## src/rtl/cpu_defs.sv

```systemverilog
// Shared CPU definitions: exception bit positions, CP0 exccodes,
// the default exception vector and the exc_ctrl state encoding.
package cpu_defs;

    // Bit positions inside the one-hot exc_type sent to CP0
    localparam int EXC_INT  = 6;
    localparam int EXC_ADEL = 5;
    localparam int EXC_ADES = 4;
    localparam int EXC_SYS  = 3;
    localparam int EXC_BP   = 2;
    localparam int EXC_RI   = 1;
    localparam int EXC_OV   = 0;

    // Bit positions inside the raw wb_exc flags from the commit stage
    localparam int WB_ADEL = 5;
    localparam int WB_ADES = 4;
    localparam int WB_SYS  = 3;
    localparam int WB_BP   = 2;
    localparam int WB_RI   = 1;
    localparam int WB_OV   = 0;

    // CP0 Cause.ExcCode values
    localparam logic [4:0] EXCCODE_INT  = 5'h00;
    localparam logic [4:0] EXCCODE_ADEL = 5'h04;
    localparam logic [4:0] EXCCODE_ADES = 5'h05;
    localparam logic [4:0] EXCCODE_SYS  = 5'h08;
    localparam logic [4:0] EXCCODE_BP   = 5'h09;
    localparam logic [4:0] EXCCODE_RI   = 5'h0a;
    localparam logic [4:0] EXCCODE_OV   = 5'h0c;

    localparam logic [31:0] EXC_VECTOR_DEFAULT = 32'hBFC0_0380;

    typedef enum logic [1:0] {
        ST_IDLE  = 2'd0,
        ST_FLUSH = 2'd1,
        ST_REDIR = 2'd2
    } exc_state_t;

    // Translate a one-hot exc_type into the CP0 exccode
    function automatic logic [4:0] exccode_of(input logic [6:0] exc_type);
        logic [4:0] code;
        code = EXCCODE_INT;
        if (exc_type[EXC_ADEL]) code = EXCCODE_ADEL;
        if (exc_type[EXC_ADES]) code = EXCCODE_ADES;
        if (exc_type[EXC_SYS])  code = EXCCODE_SYS;
        if (exc_type[EXC_BP])   code = EXCCODE_BP;
        if (exc_type[EXC_RI])   code = EXCCODE_RI;
        if (exc_type[EXC_OV])   code = EXCCODE_OV;
        return code;
    endfunction

endpackage

```

## src/rtl/exc_prio_enc.sv

```systemverilog
// Fixed-priority picker: int > adel > ri > ov > sys > bp > ades > eret.
// Produces a one-hot exc_type, or is_eret alone when only eret is pending.
import cpu_defs::*;

module exc_prio_enc (
    input  logic       int_happen,
    input  logic [5:0] wb_exc,
    input  logic       wb_eret,
    output logic [6:0] exc_type,
    output logic       is_eret
);

    logic [7:0] req;
    logic [7:0] grant;
    logic [7:0] taken;

    // Requests laid out in priority order, slot 0 highest
    assign req = {wb_eret,
                  wb_exc[WB_ADES],
                  wb_exc[WB_BP],
                  wb_exc[WB_SYS],
                  wb_exc[WB_OV],
                  wb_exc[WB_RI],
                  wb_exc[WB_ADEL],
                  int_happen};

    assign taken[0] = 1'b0;

    generate
        for (genvar gi = 0; gi < 8; gi++) begin : g_chain
            assign grant[gi] = req[gi] & ~taken[gi];
            if (gi < 7) begin : g_carry
                assign taken[gi+1] = taken[gi] | req[gi];
            end
        end
    endgenerate

    // Back to CP0 ordering {int, adel, ades, sys, bp, ri, ov}
    assign exc_type = {grant[0], grant[1], grant[6], grant[4],
                       grant[5], grant[2], grant[3]};
    assign is_eret  = grant[7];

endmodule

```

## src/rtl/exc_ctrl.sv

```systemverilog
// Exception/interrupt sequencer between commit and CP0: accepts one event,
// flushes for FLUSH_CYCLES, then hands a redirect to fetch.
import cpu_defs::*;

module exc_ctrl #(
    parameter logic [31:0] EXC_VECTOR   = EXC_VECTOR_DEFAULT,
    parameter int          FLUSH_CYCLES = 2
) (
    input  logic        clk,
    input  logic        resetn,
    input  logic        wb_valid,
    input  logic [5:0]  wb_exc,
    input  logic        wb_eret,
    input  logic [31:0] wb_pc,
    input  logic        wb_is_slot,
    input  logic [31:0] wb_badvaddr,
    input  logic        int_happen,
    input  logic [31:0] cp0_epc,
    output logic [6:0]  exc_type,
    output logic [31:0] exc_pc,
    output logic        exc_is_slot,
    output logic [31:0] exc_badvaddr,
    output logic        eret_out,
    output logic        flush,
    output logic        wb_stall,
    output logic        redir_valid,
    input  logic        redir_ready,
    output logic [31:0] redir_pc
);

    localparam logic [3:0] FLUSH_LOAD = 4'(FLUSH_CYCLES);
    localparam bit         FLUSH_OK   = (FLUSH_CYCLES >= 1) && (FLUSH_CYCLES <= 15);

    exc_state_t  state_reg;
    logic [3:0]  cnt_reg;
    logic [6:0]  exc_type_reg;
    logic [31:0] exc_pc_reg;
    logic        exc_is_slot_reg;
    logic [31:0] exc_badvaddr_reg;
    logic        eret_reg;
    logic        flush_reg;
    logic        stall_reg;
    logic        redir_valid_reg;
    logic [31:0] redir_pc_reg;

    logic [6:0]  enc_type;
    logic        enc_eret;
    logic        accept;

    exc_prio_enc u_prio (
        .int_happen (int_happen),
        .wb_exc     (wb_exc),
        .wb_eret    (wb_eret),
        .exc_type   (enc_type),
        .is_eret    (enc_eret)
    );

    // Interrupts are only taken alongside a valid commit
    assign accept = (state_reg == ST_IDLE) && wb_valid &&
                    (int_happen || (|wb_exc) || wb_eret);

    always_ff @(posedge clk or negedge resetn) begin
        if (!resetn) begin
            state_reg        <= ST_IDLE;
            cnt_reg          <= '0;
            exc_type_reg     <= '0;
            exc_pc_reg       <= '0;
            exc_is_slot_reg  <= 1'b0;
            exc_badvaddr_reg <= '0;
            eret_reg         <= 1'b0;
            flush_reg        <= 1'b0;
            stall_reg        <= 1'b0;
            redir_valid_reg  <= 1'b0;
            redir_pc_reg     <= '0;
        end else begin
            exc_type_reg <= '0;
            eret_reg     <= 1'b0;
            case (state_reg)
                ST_IDLE: begin
                    if (accept) begin
                        exc_type_reg     <= enc_type;
                        eret_reg         <= enc_eret;
                        exc_pc_reg       <= wb_pc;
                        exc_is_slot_reg  <= wb_is_slot;
                        exc_badvaddr_reg <= wb_badvaddr;
                        redir_pc_reg     <= enc_eret ? cp0_epc : EXC_VECTOR;
                        cnt_reg          <= FLUSH_LOAD;
                        flush_reg        <= 1'b1;
                        stall_reg        <= 1'b1;
                        state_reg        <= ST_FLUSH;
                    end
                end
                ST_FLUSH: begin
                    if (cnt_reg == 4'd1) begin
                        flush_reg       <= 1'b0;
                        redir_valid_reg <= 1'b1;
                        state_reg       <= ST_REDIR;
                    end else begin
                        cnt_reg <= cnt_reg - 4'd1;
                    end
                end
                ST_REDIR: begin
                    if (redir_ready) begin
                        redir_valid_reg <= 1'b0;
                        stall_reg       <= 1'b0;
                        state_reg       <= ST_IDLE;
                    end
                end
                default: begin
                    flush_reg       <= 1'b0;
                    stall_reg       <= 1'b0;
                    redir_valid_reg <= 1'b0;
                    state_reg       <= ST_IDLE;
                end
            endcase
        end
    end

    a_flush_range: assert property (@(posedge clk) FLUSH_OK);

    assign exc_type     = exc_type_reg;
    assign exc_pc       = exc_pc_reg;
    assign exc_is_slot  = exc_is_slot_reg;
    assign exc_badvaddr = exc_badvaddr_reg;
    assign eret_out     = eret_reg;
    assign flush        = flush_reg;
    assign wb_stall     = stall_reg;
    assign redir_valid  = redir_valid_reg;
    assign redir_pc     = redir_pc_reg;

endmodule

```

## config.mk

```make
export PLATFORM = sky130hd
export DESIGN_NAME = exc_ctrl
export DESIGN_NICKNAME = d
export VERILOG_FILES = /design/src/rtl/cpu_defs.sv /design/src/rtl/exc_prio_enc.sv /design/src/rtl/exc_ctrl.sv
export SDC_FILE = /design/constraint.sdc
export NUM_CORES = 1
export LEC_CHECK = 0
export CAP_MARGIN = 20
export CORE_ASPECT_RATIO = 0.8
export CORE_UTILIZATION = 45
export CTS_BUF_LIST = sky130_fd_sc_hd__clkbuf_4 sky130_fd_sc_hd__clkbuf_8 sky130_fd_sc_hd__clkbuf_16
export CTS_CLUSTER_DIAMETER = 30
export DETAILED_ROUTE_END_ITERATION = 6
export GPL_TIMING_DRIVEN = 1
export PLACE_DENSITY = 0.86
export SETUP_SLACK_MARGIN = 0.5
export SLEW_MARGIN = 20
export SYNTH_ARGS = -nofsm -noshare
export SYNTH_HDL_FRONTEND = slang
export SYNTH_SLANG_ARGS = --single-unit
export TNS_END_PERCENT = 5
```

## constraint.sdc

```tcl
create_clock -name clk -period 5.3 [get_ports clk]
set_input_delay 0.53 -clock clk [delete_from_list [all_inputs] [get_ports clk]]
set_output_delay 0.53 -clock clk [all_outputs]
set_load 0.01 [all_outputs]
```

==> run metrics, run 1 <==
Area Growth Syn to Fin 59.9%; first-pass GRT wire length 19800 um; reg2reg start state_reg[0]; pin count of the biggest net entering global routing 70; Synth Area in Compound Gates 0.0931; # nets final 710; Largest delay share family, worst path buffers and inverters; Simple-Gate Fraction of Synth Area 0.114; CP startpoint kind input port; Seq cells post-synth 114; Yosys top cell area share 0.598; Vias/cell 5.18; clock sink total 114; Total Routed Length 12700 um; final slew viol count 0; Detail Placement HPWL 8870 um; Post-Synth Adder-Cell Area 0.00525; worst-path cell chain clkdlybuf4s50_1 > nor3b_4 > buf_4 > o21a_2 > buf_4 > mux2_2; Worst Hold Class input port to asynchronous set/reset pin; Ports 217; RSZ-0062 raised after global routing false; vias in the first global route 3984; Filler Cell Count 684; critical path's slowest cell buf_4; Setup Total Neg Slack 0 ns; fraction of registers with async set/reset 1.00; cts bufs inserted 17; syn avg cell area 12.3 sq um; initial antenna violation count 0; Stages on worst setup path 6; gr usage total 0.241; First-pass DRT Iterations 4; Relative slew margins 0.284; total gr overflow 0; Critical Path RT 5.58 ns; Synth Warn # 0; ANT cells 0; Die Span Y 94.1 um; Final period util 0.504; PD cells 510 nW/um^2; status finished clean; fmax 0.374 GHz; Clk pin slew, worst setup/hold paths 0.05 ns; GPL Wtd Cong 0.805; Final Critical Period 2.67 ns; DRT antenna net count 0; max-cap violations 0; Worst Setup Slack, final 2.63 ns; Core Rows 33; Max Clock Skew 0.00763 ns; Initial DRC Count 199; Crit path buffers/inverters 3; # port buffers 216; static leakage 3.10 nW; Post-CTS Repair Setup Buffers 0; routed vias 3898; top post-synthesis cells by area dfrtp_1 60%, mux2_2 14%, nor2b_1 2.9%; DRC viols 0; largest stage delay on the critical path 0.66 ns; Syn Nets 499; Fin. Hold Viols 0; top cells by count, synth 114 x dfrtp_1, 60 x mux2_2, 26 x o21ai_0, 24 x nand2_1, 22 x nor2b_1; Die Wd 117 um; FF-to-FF End exc_badvaddr[13]; post-placement setup slack 2.23 ns; setup violators final 0; post-CTS sizing 0; xor and xnor area share after synthesis 0; Worst EP arrival 2.95 ns; CTS tree done; Syn Inst Count 388; cell taking the most area after synthesis dfrtp_1; Top cell by count, worst path buf_4; Worst R2R Path Depth 5; top-count cell post-synth dfrtp_1; Peak supply drop 0.273 mV; worst skew pair latency 0.40 ns; H-Tree Depth 4; Post-synth EDFFs 0; routed len/inst 16.9 um; Core ar. 10300 sq um; crit end category flip-flop; Max clock buf depth 2; synth unique cells 33; largest family of logic cells by synthesized area multiplexers; mux cell area share after synthesis 0.161; prevailing post-synth register cell dfrtp_1; flop-to-flop setup slack 2.74 ns; Root Driver clkbuf_16; critical path class input port to flip-flop; sequential area share after synthesis 0.598; initial core utilization 0.464; # hold bufs at CTS 0; CP Launch Point wb_valid; die area 11000 sq um; Mapped Area 4770 sq um; Worst Setup EP exc_badvaddr[13]; Worst Tran Pin Value 1.07 ns; share of cells above drive strength 1 0.178; Crit Path Max Fanout 69
worst min-delay path by stage:
stage | slack [ns] | to | from
finish | 0.24 | exc_badvaddr[0] | resetn
global route | 0.32 | exc_pc[29] | resetn
CTS | 0.26 | exc_badvaddr[0] | resetn
detailed placement | 0.47 | flush | flush
global placement | 0.46 | flush | flush
floorplan | 0.23 | cnt_reg[0] | resetn
logic make-up after synthesis:
kind of cell,count (synthesis)
flip-flops,114
AND/OR/NAND/NOR,97
AO/OA/AOI/OAI,79
multiplexers,66
buffers and inverters,30
adder cells (fa/ha/maj),2
placed cells by master, fill, tap and decap left out, types with 2 or more instances in the layout:
cell             netlist  final
buf_4                  0      4
o21ai_1                3      3
or3b_2                 2      2
or4_1                  6      6
clkinv_2               0      5
o22ai_1               12     12
mux2_2                60     60
nand2b_1              13     13
dfrtp_1              114    114
clkbuf_16              0     17
a21oi_1               15     15
a31oi_1               20     20
o21ai_0               26     26
mux2_4                 6      6
nand2_1               24     24
and3_1                 2      2
clkdlybuf4s50_1        0    214
ha_1                   2      2
clkbuf_4               0      2
inv_1                  3      3
nor2b_1               22     22
clkbuf_8               0      3
nor2_1                15     15
bufinv_16              0      3
and2_1                 2      2
nor3b_1                2      2
per-stage QoR:
stage | instance area, sq um | power [mW] | hold slack, ns | instances | utilization
floorplan | 4770 | 1.99 | 0.234 | 388 | -
global placement | 7010 | 2.69 | 0.460 | 720 | 0.682
detailed placement | 7010 | 2.75 | 0.471 | 720 | 0.682
CTS | 7620 | 3.93 | 0.261 | 752 | 0.741
global route | 7630 | 4.11 | 0.317 | 752 | 0.742
finish | 7630 | 3.89 | 0.244 | 752 | 0.742
power breakdown:
group | switching, mW | leakage [nW] | internal, mW
clock network | 0.380 | 0.306 | 0.782
registers | 0.171 | 1.37 | 1.16
logic | 0.540 | 1.43 | 0.854
total | 1.09 | 3.10 | 2.80
worst register-to-register path: stages, from the launching register on:
cell and delay, ns:
dfrtp_1 0.48, nor3b_4 0.23, buf_4 0.38, o21a_2 0.22
buf_4 0.66, mux2_2 0.48
cell type report:
class	count	area (sq um)	area share
Sequential cell	114	2850	0.374
Timing Repair Buffer	219	2180	0.285
Multi-Input combinational cell	244	1800	0.236
Clock buffer	22	482	0.0631
Tap cell	140	175	0.0230
Clock inverter	10	131	0.0172
Inverter	3	11.3	0.00148
layer usage:
metal | vias to the layer above | GRT usage | wire length, um
met5 | - | 0 | 0
met4 | 0 | 0.120 | 442
met3 | 35 | 0.0787 | 856
met2 | 174 | 0.403 | 6430
met1 | 1896 | 0.278 | 5000
li1 | 1793 | - | -
Power figures use the tool's default switching activity.
==> inputs of run 2 (changes only) <==
--- a/config.mk
+++ b/config.mk
@@ -7,12 +7,12 @@
 export LEC_CHECK = 0
 export CAP_MARGIN = 20
 export CORE_ASPECT_RATIO = 0.8
-export CORE_UTILIZATION = 45
+export CORE_UTILIZATION = 38
 export CTS_BUF_LIST = sky130_fd_sc_hd__clkbuf_4 sky130_fd_sc_hd__clkbuf_8 sky130_fd_sc_hd__clkbuf_16
 export CTS_CLUSTER_DIAMETER = 30
 export DETAILED_ROUTE_END_ITERATION = 6
 export GPL_TIMING_DRIVEN = 1
-export PLACE_DENSITY = 0.86
+export PLACE_DENSITY = 0.77
 export SETUP_SLACK_MARGIN = 0.5
 export SLEW_MARGIN = 20
 export SYNTH_ARGS = -nofsm -noshare
==> constraint.sdc (replaced) <==
create_clock -name clk -period 2.4 [get_ports clk]
set_input_delay 0.24 -clock clk [delete_from_list [all_inputs] [get_ports clk]]
set_output_delay 0.24 -clock clk [all_outputs]
set_load 0.01 [all_outputs]
==> run 2 against run 1 <==
Net effect:
- non-clock buffer count grew 9
- design area increased by 1.5%
- utilization fell by 11 points
- critical path type unchanged
- largest power group unchanged
==> run metrics, run 2 (synthesis gave the netlist of run 1 again) <==
Placed Area 7160 sq um (+2.2%); largest stage delay on the critical path 0.61 ns (-0.05 ns); Top cell by count, worst path or4_1; Core ar. 12200 sq um (+19%); worst skew pair latency 0.40 ns (about the same); setup violators final 0 (unchanged); GPL Wtd Cong 0.901 (+12%); PD cells 1090 nW/um^2 (+110%); initial antenna violation count 0 (unchanged); Critical Path RT 2.70 ns (-2.88 ns); Core Rows 36 (+9.1%); final slew viol count 0 (unchanged); commonest non-fill, non-tap cells in the layout 214 x clkdlybuf4s50_1, 114 x dfrtp_1, 60 x mux2_2, 26 x o21ai_0, 24 x nand2_1; combinational fraction of design power 0.370 (+0.012); internal power 6.06 mW (+120%); max-cap violations 0 (unchanged); Worst Hold Class input port to asynchronous set/reset pin; Root Driver clkbuf_16; Clock power frac 0.284 (-0.015); Detail Placement HPWL 8990 um (+1.3%); Worst EP arrival 2.16 ns (-0.79 ns); Stages on worst setup path 5 (-1); DRC viols 0 (unchanged); Peak supply drop 0.459 mV (+68%); Overall Power 8.46 mW (+120%); Die Wd 127 um (+8.7%); # nets final 719 (+1.3%); Worst R2R Path Depth 3 (-2); Final Critical Period 1.86 ns; Final period util 0.775; first-pass GRT wire length 19600 um (-0.97%); routed len/inst 15.9 um (-5.8%); worst hold slack 0.230 ns (-0.0141 ns); First-pass DRT Iterations 4 (unchanged); Setup Total Neg Slack 0 ns (unchanged); design area 7740 sq um (+1.5%); RSZ-0062 raised after global routing false; crit end category flip-flop; Die Span Y 102 um (+8.6%); vias in the first global route 3881 (-2.6%); clock sink total 114 (unchanged); initial core utilization 0.391 (-0.0732); Max Clock Skew 0.00628 ns (-0.00136 ns); Max clock buf depth 2 (unchanged); Crit path buffers/inverters 2 (-1); pin count of the biggest net entering global routing 66 (-5.7%); Largest delay share family, worst path simple AND/OR/NAND/NOR gates; Fin. Hold Viols 0 (unchanged); sequential share of power 0.346 (+0.003); share of cells above drive strength 1 0.187 (+0.00899); Clk pin slew, worst setup/hold paths 0.05 ns (about the same); total gr overflow 0 (unchanged); Ports 217 (unchanged); ANT cells 0 (unchanged); routed vias 3877 (-0.54%); H-Tree Depth 4 (unchanged); Initial DRC Count 160 (-20%); cts bufs inserted 17 (unchanged); Crit Path Max Fanout 20 (-71%); switching power 2.40 mW (+120%); status finished clean; critical path class input port to flip-flop; DRT antenna net count 0 (unchanged); gr usage total 0.196 (-0.0456); static leakage 3.13 nW (+1.1%); CTS tree done; Filler Cell Count 937 (+37%); Relative slew margins 0.603 (+0.319); Vias/cell 4.90 (-5.4%); Worst Tran Pin Value 0.596 ns (-0.478 ns); critical path's slowest cell or4_1; CP startpoint kind input port; fin util 0.634 (-0.108); Total Routed Length 12600 um (-0.96%); sw frac 0.283 (+0.00294); commonest non-fill, non-tap cell in the layout clkdlybuf4s50_1; die area 13000 sq um (+18%); worst-path cell chain clkdlybuf4s50_1 > or4_1 > or4_1 > buf_4 > o21ai_0; # port buffers 216 (unchanged); fmax 0.538 GHz; Area Growth Syn to Fin 62.2%
## run 2: what timing repair did
action	CTS	global route
hold endpoints to repair	86	0
buffers inserted	0	0
resized for setup	0	0
hold buffers	1	0
## run 2: power by group through the flow
stage / clock, mW / combinational (mW) / sequential (mW)
final: 2.40 / 3.13 / 2.93
after floorplan: 0 / 1.21 / 3.19
after global placement: 0 / 3.09 / 2.92
after detailed placement: 0 / 3.16 / 2.96
after global routing: 2.55 / 3.36 / 3.02
after CTS: 2.46 / 3.17 / 2.93
## run 2: path summary, 6_finish.rpt
check | end | slack, ns | from
worst min-delay path | exc_is_slot | 0.23 | resetn
max in group asynchronous | exc_pc[15] | 1.61 | resetn
worst max register to register | cnt_reg[3] | 0.59 | state_reg[1]
worst min register to register | flush | 0.47 | flush
min in group clk | wb_stall | 0.34 | wb_eret
worst max-delay path | redir_pc[5] | 0.54 | wb_exc[3]
## run 2: metrics by stage
step	std cells	setup WS, ns
5_1_grt	791	0.509
6_report	791	0.541
3_5_place_dp	759	0.153
4_1_cts	791	0.594
3_3_place_gp	759	0.272
2_1_floorplan	388	0.510
## run 2: final cells by class
class	instances	area, sq um	area share
Clock inverter	11	114	0.0147
Multi-Input combinational cell	244	1800	0.232
Timing Repair Buffer	228	2300	0.297
Tap cell	171	214	0.0276
Sequential cell	114	2850	0.369
Clock buffer	20	454	0.0587
Inverter	3	11.3	0.00145
## run 2: worst register-to-register path, cell delays in order (launching register included)
cell and delay, ns:
dfrtp_1 0.48, or4b_2 0.70, or4_1 0.41, a21oi_1 0.15
## run 2: routing by layer
layer  up-vias  global-route usage  wire length, um
li1       1817                   -                -
met1      1874               0.242             5430
met3        21              0.0649              817
met5         -                   0                0
met4         0              0.0760              218
met2       165               0.321             6150
==> inputs of run 3 (changes only) <==
==> constraint.sdc (replaced) <==
create_clock -name clk -period 1.7 [get_ports clk]
set_input_delay 0.17 -clock clk [delete_from_list [all_inputs] [get_ports clk]]
set_output_delay 0.17 -clock clk [all_outputs]
set_load 0.01 [all_outputs]
==> run 3 against run 2 <==
Net effect:
- clock power up 71%
- utilization up 4.3 points
- design area rose by 6.8%
- wire length up 13%
- via count up 5.4%
- first-iteration DRC count up 8.1%
- die area unchanged
- register-to-register slack worse by 0.51 ns
- largest cell class unchanged
- clock-buffer cell count decreased by 1
==> run metrics, run 3 (synthesis gave the netlist of run 1 again) <==
vias in the first global route 4141 (+6.7%); gr usage total 0.213 (+0.0166); First-pass DRT Iterations 4 (unchanged); total gr overflow 0 (unchanged); Clk pin slew, worst setup/hold paths 0.06 ns (about the same); Die Span Y 102 um (unchanged); critical path class input port to flip-flop; DP Cell Count 770 (+1.4%); reg2reg start state_reg[1]; Initial DRC Count 173 (+8.1%); Max Clock Skew 0.00895 ns (+0.00267 ns); max-cap violations 0 (unchanged); # port buffers 216 (unchanged); commonest non-fill, non-tap cell in the layout clkdlybuf4s50_1; Relative slew margins 0.567 (-0.0360); Core Rows 36 (unchanged); CP startpoint kind input port; Peak supply drop 0.986 mV (+110%); Root Driver clkbuf_16; Filler Cell Count 893 (-4.7%); PD cells 1600 nW/um^2 (+46%); FF-to-FF End exc_pc[16]; worst hold path startpoint wb_exc[5]; CTS tree done; RSZ-0062 raised after global routing true; worst hold slack 0.119 ns (-0.112 ns); initial core utilization 0.391 (unchanged); final slew viol count 0 (unchanged); # nets final 740 (+2.9%); GPL Wtd Cong 0.779 (-14%); Vias/cell 5.03 (+2.5%); Worst EP arrival 1.92 ns (-0.24 ns); flop-to-flop setup slack 0.08 ns (-0.51 ns); Die Wd 127 um (unchanged); worst skew pair latency 0.40 ns (about the same); die area 13000 sq um (unchanged); final cell count without fillers 813 (+2.8%); Worst Hold Path EP exc_type[5]; Total Routed Length 14200 um (+13%); H-Tree Depth 4 (unchanged); DRT antenna net count 0 (unchanged); Placed Area 7240 sq um (+1.1%); routed len/inst 17.5 um (+9.8%); Critical Path RT 1.98 ns (-0.72 ns); Final Critical Period 1.65 ns; share of cells above drive strength 1 0.245 (+0.0575); routed vias 4086 (+5.4%); pin count of the biggest net entering global routing 66 (unchanged); Ports 217 (unchanged); status finished clean; fin util 0.677 (+0.0429); Worst R2R Path Depth 4 (+1); design area 8260 sq um (+6.8%); Final period util 0.968; Core ar. 12200 sq um (unchanged); Worst Tran Pin Value 0.650 ns (+0.0541 ns); Crit Path Max Fanout 21 (+5.0%); Max clock buf depth 2 (unchanged); initial antenna violation count 0 (unchanged); Worst Hold Class input port to flip-flop; crit end category flip-flop; ANT cells 0 (unchanged); Area Growth Syn to Fin 73.2%; DRC viols 0 (unchanged); static leakage 3.40 nW (+8.4%); Detail Placement HPWL 9200 um (+2.3%); first-pass GRT wire length 21200 um (+8.1%); setup violators final 0 (unchanged); Fin. Hold Viols 0 (unchanged); fmax 0.608 GHz; Hold Path Depth 2; cts bufs inserted 17 (unchanged); clock sink total 114 (unchanged); commonest non-fill, non-tap cells in the layout 210 x clkdlybuf4s50_1, 112 x dfrtp_1, 60 x mux2_2, 23 x nand2_1, 22 x nor2b_1
==> run 3: changes by cell type in the layout (fill, tap and decap cells not counted), sizes merged <==
cell	previous run	this run
dlymetal6s2s	0	3
bufbuf	0	1
clkdlybuf4s50	214	210
buf	13	30
inv	3	4
clkinv	7	3
clkinvlp	2	3
clkbuf	20	23
bufinv	2	6
==> run 3: area by class of cell <==
type                       instances  area, sq um  share of cell area
clock inverter                    13          230              0.0279
multi-input combinational        244         1900               0.230
sequential                       114         2860               0.345
timing repair buffer             249         2600               0.315
clock buffer                      19          453              0.0548
inverter                           3         11.3             0.00136
tap                              171          214              0.0259
==> run 3: worst max-delay path by stage <==
stage / start / to / slack [ns] / depth (start not counted)
finish: wb_exc[1] / exc_badvaddr[2] / 0.05 / 5
global route: state_reg[0] / exc_badvaddr[15] / 0.02 / 4
CTS: wb_exc[3] / redir_pc[13] / 0.04 / 5
detailed placement: wb_exc[3] / redir_pc[5] / -0.43 / 5
global placement: wb_exc[1] / exc_pc[11] / -0.36 / 5
floorplan: state_reg[1] / exc_badvaddr[0] / -0.08 / 7
==> run 3: report_power, final <==
group | switching (mW) | internal [mW] | total, mW
clock network | 1.27 | 2.83 | 4.10
registers | 0.528 | 3.63 | 4.16
logic | 1.89 | 3.06 | 4.95
total | 3.69 | 9.52 | 13.2
==> run 3: timing repair <==
action,4_1_cts,5_1_grt
hold buffers,1,0
setup endpoints to repair,222,222
pin swaps,1,6
cloned,2,5
buffers inserted,1,2
resized for setup,15,38
hold endpoints to repair,57,0
==> run 3: critical path, stage by stage <==
cell and delay, ns:
clkdlybuf4s50_1 0.41, or4_1 0.58, o21a_4 0.28, buf_12 0.17
mux2_4 0.30
==> run 3: metrics by stage <==
stage	TNS (ns)	power [mW]	worst slack, ns
final	0	13.2	0.0546
after global routing	0	13.8	0.0215
after CTS	0	13.1	0.0396
after detailed placement	-34.63	8.70	-0.435
after global placement	-32.78	8.54	-0.362
after floorplan	-3.56	6.25	-0.0799
==> run 3: layer usage <==
layer / track usage / up-vias / part of all wire
met1: 0.258 / 2044 / 0.42
li1: - / 1858 / -
met3: 0.0565 / 27 / 0.051
met4: 0.0742 / 0 / 0.019
met2: 0.369 / 157 / 0.51
met5: 0 / - / 0
